`src/rtl/foc_pkg.sv`:
```
// Shared constants and helpers for the FOC datapath blocks.
package foc_pkg;

  localparam int unsigned C2P_XY_W    = 16;
  localparam int unsigned C2P_RHO_W   = 12;
  localparam int unsigned C2P_THETA_W = 12;
  localparam int unsigned NREQ_MAX    = 8;

  function automatic int unsigned clog2(input int unsigned n);
    int unsigned r;
    r = 0;
    for (int unsigned i = 0; i < 32; i++) begin
      if ((32'd1 << r) < n) r = r + 1;
    end
    return r;
  endfunction

  localparam int unsigned REQ_ID_W = clog2(NREQ_MAX);

  typedef logic [REQ_ID_W-1:0] req_id_t;

endpackage

```
`src/rtl/tag_fifo.sv`:
```
// Synchronous FIFO holding the requester ID of each in-flight c2p sample.
module tag_fifo
  import foc_pkg::*;
#(
  parameter int unsigned W     = 2,
  parameter int unsigned DEPTH = 32
) (
  input  logic         clk,
  input  logic         rst,
  input  logic         push,
  input  logic [W-1:0] din,
  input  logic         pop,
  output logic [W-1:0] head_c,
  output logic         empty_c
);

  localparam int unsigned AW = clog2(DEPTH);
  localparam int unsigned CW = AW + 1;

  logic [W-1:0]  mem_q [DEPTH];
  logic [AW-1:0] wr_ptr_q, wr_ptr_d;
  logic [AW-1:0] rd_ptr_q, rd_ptr_d;
  logic [CW-1:0] count_q, count_d;

  always_comb begin
    wr_ptr_d = wr_ptr_q;
    rd_ptr_d = rd_ptr_q;
    count_d  = count_q;
    if (push) wr_ptr_d = wr_ptr_q + 1'b1;
    if (pop)  rd_ptr_d = rd_ptr_q + 1'b1;
    count_d = count_q + CW'(push) - CW'(pop);
  end

  always_ff @(posedge clk) begin
    if (rst) begin
      wr_ptr_q <= '0;
      rd_ptr_q <= '0;
      count_q  <= '0;
    end else begin
      wr_ptr_q <= wr_ptr_d;
      rd_ptr_q <= rd_ptr_d;
      count_q  <= count_d;
    end
  end

  // Storage needs no reset; the count alone defines validity.
  always_ff @(posedge clk) begin
    if (push) mem_q[wr_ptr_q] <= din;
  end

  assign head_c  = mem_q[rd_ptr_q];
  assign empty_c = (count_q == '0);

endmodule

```
`src/rtl/c2p_arbiter.sv`:
```
// Round-robin arbiter sharing one cartesian2polar pipeline among NREQ
// requesters; results return tagged with the owning requester ID.
module c2p_arbiter
  import foc_pkg::*;
#(
  parameter  int unsigned NREQ  = 4,
  parameter  int unsigned DEPTH = 32,
  localparam int unsigned ID_W  = clog2(NREQ)
) (
  input  logic                          clk,
  input  logic                          rst,
  input  logic [NREQ-1:0]               req_valid,
  input  logic [NREQ*C2P_XY_W-1:0]      req_x,
  input  logic [NREQ*C2P_XY_W-1:0]      req_y,
  output logic [NREQ-1:0]               req_ready,
  output logic                          c2p_en,
  output logic signed [C2P_XY_W-1:0]    c2p_x,
  output logic signed [C2P_XY_W-1:0]    c2p_y,
  input  logic                          c2p_oen,
  input  logic [C2P_RHO_W-1:0]          c2p_rho,
  input  logic [C2P_THETA_W-1:0]        c2p_theta,
  output logic                          res_en,
  output logic [ID_W-1:0]               res_id,
  output logic [C2P_RHO_W-1:0]          res_rho,
  output logic [C2P_THETA_W-1:0]        res_theta,
  output logic                          err_orphan
);

  localparam int unsigned CNT_W = clog2(DEPTH) + 1;

  logic [ID_W-1:0]              rr_ptr_q, rr_ptr_d;
  logic [CNT_W-1:0]             inflight_q, inflight_d;
  logic                         c2p_en_q, c2p_en_d;
  logic [C2P_XY_W-1:0]          c2p_x_q, c2p_x_d;
  logic [C2P_XY_W-1:0]          c2p_y_q, c2p_y_d;
  logic [ID_W-1:0]              push_id_q, push_id_d;
  logic                         res_en_q, res_en_d;
  logic [ID_W-1:0]              res_id_q, res_id_d;
  logic [C2P_RHO_W-1:0]         res_rho_q, res_rho_d;
  logic [C2P_THETA_W-1:0]       res_theta_q, res_theta_d;
  logic                         err_orphan_q, err_orphan_d;

  logic [NREQ-1:0]              grant;
  logic [ID_W-1:0]              win_id;
  logic [ID_W-1:0]              idx;
  logic [C2P_XY_W-1:0]          win_x, win_y;
  logic                         can_grant, found, fire, pop;
  logic [ID_W-1:0]              fifo_head;
  logic                         fifo_empty;

  // Round-robin search from rr_ptr upward with wrap, gated by the credit.
  always_comb begin
    grant     = '0;
    win_id    = '0;
    idx       = '0;
    found     = 1'b0;
    win_x     = '0;
    win_y     = '0;
    can_grant = !rst && (inflight_q < CNT_W'(DEPTH));
    for (int unsigned k = 0; k < NREQ; k++) begin
      idx = ID_W'((32'(rr_ptr_q) + k) % NREQ);
      if (can_grant && !found && req_valid[idx]) begin
        found       = 1'b1;
        grant[idx]  = 1'b1;
        win_id      = idx;
      end
    end
    for (int unsigned i = 0; i < NREQ; i++) begin
      if (grant[i]) begin
        win_x = req_x[i*C2P_XY_W +: C2P_XY_W];
        win_y = req_y[i*C2P_XY_W +: C2P_XY_W];
      end
    end
  end

  assign req_ready = grant;
  assign fire      = |(req_valid & grant);
  assign pop       = c2p_oen && !fifo_empty;

  always_comb begin
    rr_ptr_d     = rr_ptr_q;
    c2p_en_d     = fire;
    c2p_x_d      = c2p_x_q;
    c2p_y_d      = c2p_y_q;
    push_id_d    = push_id_q;
    res_en_d     = pop;
    res_id_d     = res_id_q;
    res_rho_d    = res_rho_q;
    res_theta_d  = res_theta_q;
    err_orphan_d = err_orphan_q | (c2p_oen && fifo_empty);
    inflight_d   = inflight_q + CNT_W'(fire) - CNT_W'(pop);
    if (fire) begin
      rr_ptr_d  = (win_id == ID_W'(NREQ - 1)) ? '0 : win_id + 1'b1;
      c2p_x_d   = win_x;
      c2p_y_d   = win_y;
      push_id_d = win_id;
    end
    if (pop) begin
      res_id_d    = fifo_head;
      res_rho_d   = c2p_rho;
      res_theta_d = c2p_theta;
    end
  end

  always_ff @(posedge clk) begin
    if (rst) begin
      rr_ptr_q     <= '0;
      inflight_q   <= '0;
      c2p_en_q     <= 1'b0;
      c2p_x_q      <= '0;
      c2p_y_q      <= '0;
      push_id_q    <= '0;
      res_en_q     <= 1'b0;
      res_id_q     <= '0;
      res_rho_q    <= '0;
      res_theta_q  <= '0;
      err_orphan_q <= 1'b0;
    end else begin
      rr_ptr_q     <= rr_ptr_d;
      inflight_q   <= inflight_d;
      c2p_en_q     <= c2p_en_d;
      c2p_x_q      <= c2p_x_d;
      c2p_y_q      <= c2p_y_d;
      push_id_q    <= push_id_d;
      res_en_q     <= res_en_d;
      res_id_q     <= res_id_d;
      res_rho_q    <= res_rho_d;
      res_theta_q  <= res_theta_d;
      err_orphan_q <= err_orphan_d;
    end
  end

  // Tag is pushed alongside the issue strobe, one cycle after the fire.
  tag_fifo #(
    .W     (ID_W),
    .DEPTH (DEPTH)
  ) u_tag_fifo (
    .clk     (clk),
    .rst     (rst),
    .push    (c2p_en_q),
    .din     (push_id_q),
    .pop     (pop),
    .head_c  (fifo_head),
    .empty_c (fifo_empty)
  );

  assign c2p_en     = c2p_en_q;
  assign c2p_x      = c2p_x_q;
  assign c2p_y      = c2p_y_q;
  assign res_en     = res_en_q;
  assign res_id     = res_id_q;
  assign res_rho    = res_rho_q;
  assign res_theta  = res_theta_q;
  assign err_orphan = err_orphan_q;

endmodule

```
`config.mk`:
```
export PLATFORM = sky130hd
export DESIGN_NAME = c2p_arbiter
export DESIGN_NICKNAME = d
export VERILOG_FILES = /design/src/rtl/foc_pkg.sv /design/src/rtl/tag_fifo.sv /design/src/rtl/c2p_arbiter.sv
export SDC_FILE = /design/constraint.sdc
export NUM_CORES = 1
export LEC_CHECK = 0
export ABC_AREA = 1
export CAP_MARGIN = 0
export CORE_MARGIN = 1.5
export CORE_UTILIZATION = 45
export DETAILED_ROUTE_END_ITERATION = 8
export GPL_TIMING_DRIVEN = 0
export PLACE_DENSITY = 0.73
export SLEW_MARGIN = 20
export SYNTH_ARGS = -nofsm -noshare
export SYNTH_HDL_FRONTEND = slang
export SYNTH_SLANG_ARGS = --single-unit
export TNS_END_PERCENT = 5
```
`constraint.sdc`:
```
create_clock -name clk -period 4 [get_ports clk]
set_input_delay 0.8 -clock clk [delete_from_list [all_inputs] [get_ports clk]]
set_output_delay 0.8 -clock clk [all_outputs]
set_load 0.05 [all_outputs]
```
==> results.json <==
{
  "status": "finished, final reports clean",
  "area_fraction_of_the_dominant_cell_type_after_synthesis": 0.243,
  "worst_clk_skew_ns": 0.0126,
  "timing.rr.end": "inflight_q[4]",
  "nNetsFinal": 1500,
  "synth_top_family_by_area": "simple AND/OR/NAND/NOR gates",
  "die_h_um": 136,
  "post_synth_instance_area_um2": 7910,
  "final_layout_size_suffix_gt1_frac": 0.0694,
  "grt_util_all_layers": 0.260,
  "syn-instance-count": 1069,
  "worstHoldEndpoint": "res_id[0]",
  "rows": 48,
  "timing.hold.worst.start": "res_id[0]",
  "register_area_um2": 3670,
  "via_per_inst": 5.03,
  "synth.largest_area_cell": "edfxtp_1",
  "cts_buffers": 17,
  "crit_path_max_fanout": 10,
  "initialDrtViolationCount": 575,
  "placement.io_buffers": 222,
  "post_synth_mux_area_share": 0,
  "cap_viol_max_count": 0,
  "clock-root-buffer": "clkbuf_16",
  "clk_transition_reported_paths_ns": 0.06,
  "fmaxAchievable_mhz": 261,
  "tritoncts_num_sinks": 151,
  "grt_max_degree": 34,
  "yosys-top-cells-area": "edfxtp_1 (24%), dfxtp_1 (22%), nor2_1 (14%), nand2_1 (11%), o21ai_0 (6.6%)",
  "path_class": "in -> out",
  "globalRouteOverflowTotal": 0,
  "clk-insertion-delay-late_ns": 0.43,
  "hold_violations": 0,
  "core_region_area_um2": 17200,
  "actual_transition_at_the_worst_max_transition_pin_ns": 1.10,
  "drt_pass1_iterations": 5,
  "area_delta_synth_final_pct": 39.4,
  "via_count_of_the_first_global_routing_pass": 7427,
  "timing.final.setup_violations": 0,
  "instance_count_along_the_most_critical_hold_path": 2,
  "final.fill_count": 1590,
  "drc": 0,
  "layout_worst_path_cycle_share": 0.957,
  "cts_hold_buf": 0,
  "fin_cells": 1551,
  "design.portCount": 224,
  "irDropWorstVdd_mv": 0.330,
  "post-place-cells": 1516,
  "relSlewSlack": 0.269,
  "endpoint_kind": "output pin",
  "reg2reg_setup_slack_ns": 0.27,
  "drt-total-wl_mm": 23.7,
  "synth_xor_area_frac": 0.00111,
  "dr_total_vias": 7805,
  "tritoncts": "built",
  "fin_worst_hold_slack_ns": 0.467,
  "synth_simple_gate_area_frac": 0.300,
  "drtAntennaViolNets": 0,
  "dieWidth_um": 136,
  "synth_compound_gate_area_share": 0.119,
  "timing.critical_path.from_type": "input port",
  "n_antenna_cell": 0,
  "multi_input_comb_area_um2": 3730,
  "mappedNetlistNets": 1256,
  "post-dp-hpwl_mm": 17.6,
  "netlist-cell-type-count": 36,
  "worst_r2r_path_depth": 24,
  "p_per_area_nw_per_um2": 629,
  "timing_max_transition_violations_final": 0,
  "design_power_total_mw": 6.93,
  "floorplan.initialDensity": 0.459,
  "synth_seq_area_share": 0.463,
  "postSynthAreaPerCell_um2": 7.40,
  "detail_routed_net_length_per_standard_cell_um": 15.3,
  "timing.critical_path.required_ns": 3.20,
  "min_path_type": "reg -> reg",
  "synth_warnings": 0,
  "clock_path_buffers": 2,
  "synth_adder_area_share": 0.0462,
  "grt_antenna_before_repair": 0,
  "fin_tns_setup_ns": 0,
  "cp_data_arrival_time_ns": 3.03,
  "h_tree_level_count": 4,
  "finalCoreUtilization": 0.640,
  "synth-seq-cells": 151,
  "first_pass_grt_wire_length_mm": 37.1,
  "fp.dieArea_um2": 18400,
  "leakage_nw": 4.61,
  "gpl.final_weighted_congestion": 0.957,
  "period_minus_slack_ns": 3.83
}
## per-layer routing
layer	GRT usage	wire length [um]	vias to the layer above
met1	0.313	9690	3529
li1	-	-	3961
met3	0.0673	1860	34
met5	0	0	-
met4	0.0866	414	0
met2	0.451	11800	281
## kinds of logic (layout without fill, tap and decap cells)
| logic type | Yosys count | in the layout |
|---|---|---|
| and+or+nand+nor | 591 | 591 |
| buffers and inverters | 119 | 376 |
| DFF | 151 | 151 |
| xor gates and xnor gates | 1 | 1 |
| adders and majority gates | 28 | 28 |
| AOI/OAI and AO/OA | 179 | 179 |
## layout by cell type (no fill, tap or decap), types with 4 or more instances in the layout
| cell | count |
|---|---|
| inv_1 | 55 |
| buf_2 | 11 |
| buf_4 | 5 |
| o21ai_0 | 105 |
| buf_6 | 12 |
| inv_2 | 6 |
| clkbuf_1 | 28 |
| clkbuf_16 | 17 |
| o21ai_1 | 32 |
| ha_1 | 25 |
| nand4_1 | 9 |
| o22ai_1 | 9 |
| nand3_2 | 5 |
| o221ai_1 | 7 |
| nand2_1 | 232 |
| clkdlybuf4s50_1 | 218 |
| a21oi_1 | 21 |
| nor3_1 | 4 |
| nand2_2 | 5 |
| nor2_1 | 303 |
| edfxtp_1 | 64 |
| dfxtp_1 | 84 |
| nand3_1 | 22 |
| inv_6 | 7 |
## power by group
| group | internal, mW | leakage [nW] | switching (mW) |
|---|---|---|---|
| clock | 0.807 | 0.264 | 0.680 |
| combinational | 1.22 | 3.04 | 2.18 |
| sequential | 1.87 | 1.31 | 0.172 |
## how the worst max path moves through the flow
| stage | start | endpoint | slack, ns | depth (start not counted) |
|---|---|---|---|---|
| after CTS | register | req_ready[1] | 0.0009 | 14 |
| after detailed placement | req_valid[1] | inflight_q[4] | -0.46 | 22 |
| after floorplan | register | inflight_q[4] | 0.30 | 24 |
| final | req_valid[0] | req_ready[1] | 0.17 | 12 |
| after global routing | req_valid[0] | inflight_q[4] | -0.003 | 22 |
| after global placement | req_valid[3] | inflight_q[4] | -0.39 | 21 |
## flip-flops by register name, indices dropped and copies added (netlist names), 6 cells and up, named ones only
register	flops
c2p_x	16
c2p_y	16
inflight_q	6
res_rho	12
res_theta	12
u_tag_fifo.count_q	6
u_tag_fifo.mem_q	64
## cells in the mapped netlist
cell type,instances
nor2_1,304
nand2_1,233
o21ai_0,105
dfxtp_1,87
edfxtp_1,64
inv_1,56
o21ai_1,32
clkbuf_1,28
ha_1,26
a21oi_1,22
nand3_1,22
buf_2,11
buf_6,11
nand4_1,9
o22ai_1,9
o221ai_1,7
nand3_2,6
inv_2,5
nand2_2,5
nor3_1,4
buf_1,3
buf_4,3
a31oi_1,2
fa_1,2
nor2_2,2
clkbuf_2,1
inv_4,1
nand2_8,1
nand3_4,1
nand3b_1,1
nor2_4,1
nor4_1,1
o211ai_1,1
o21a_1,1
or2_2,1
xor2_1,1
## cell type report
type,count,share of cell area
repair buffers,225,0.203
clock inverters,15,0.0106
flip-flops and latches,151,0.333
well taps,225,0.0255
multi-input cells,799,0.338
clock buffers,17,0.0386
plain buffers,57,0.0296
inverters,62,0.0213
## stage by stage
| stage | worst slack (ns) | area (um2) |
|---|---|---|
| CTS | 0.000935 | 11000 |
| global placement | -0.386 | 10400 |
| finish | 0.174 | 11000 |
| detailed placement | -0.462 | 10400 |
| floorplan | 0.304 | 7910 |
| global route | -0.00337 | 11000 |
## timing repair
| action | 4_1_cts | 5_1_grt |
|---|---|---|
| cloned | 0 | 0 |
| endpoints found under the hold margin | 0 | 0 |
| resized for setup | 7 | 10 |
| buffers inserted | 2 | 1 |
| pin swaps | 1 | 2 |
| setup endpoints to repair | 6 | 6 |
## critical path, stage by stage
cell and delay (ns):
clkdlybuf4s50_1 0.46, nand2_1 0.13, nand3_2 0.15, nand2_1 0.11, inv_2 0.04, nor2_4 0.10
buf_6 0.14, nand3_1 0.09, nand3_2 0.11, buf_6 0.16, buf_4 0.19, dlygate4sd2_1 0.54
No activity file was read; power rests on OpenSTA's default activity.
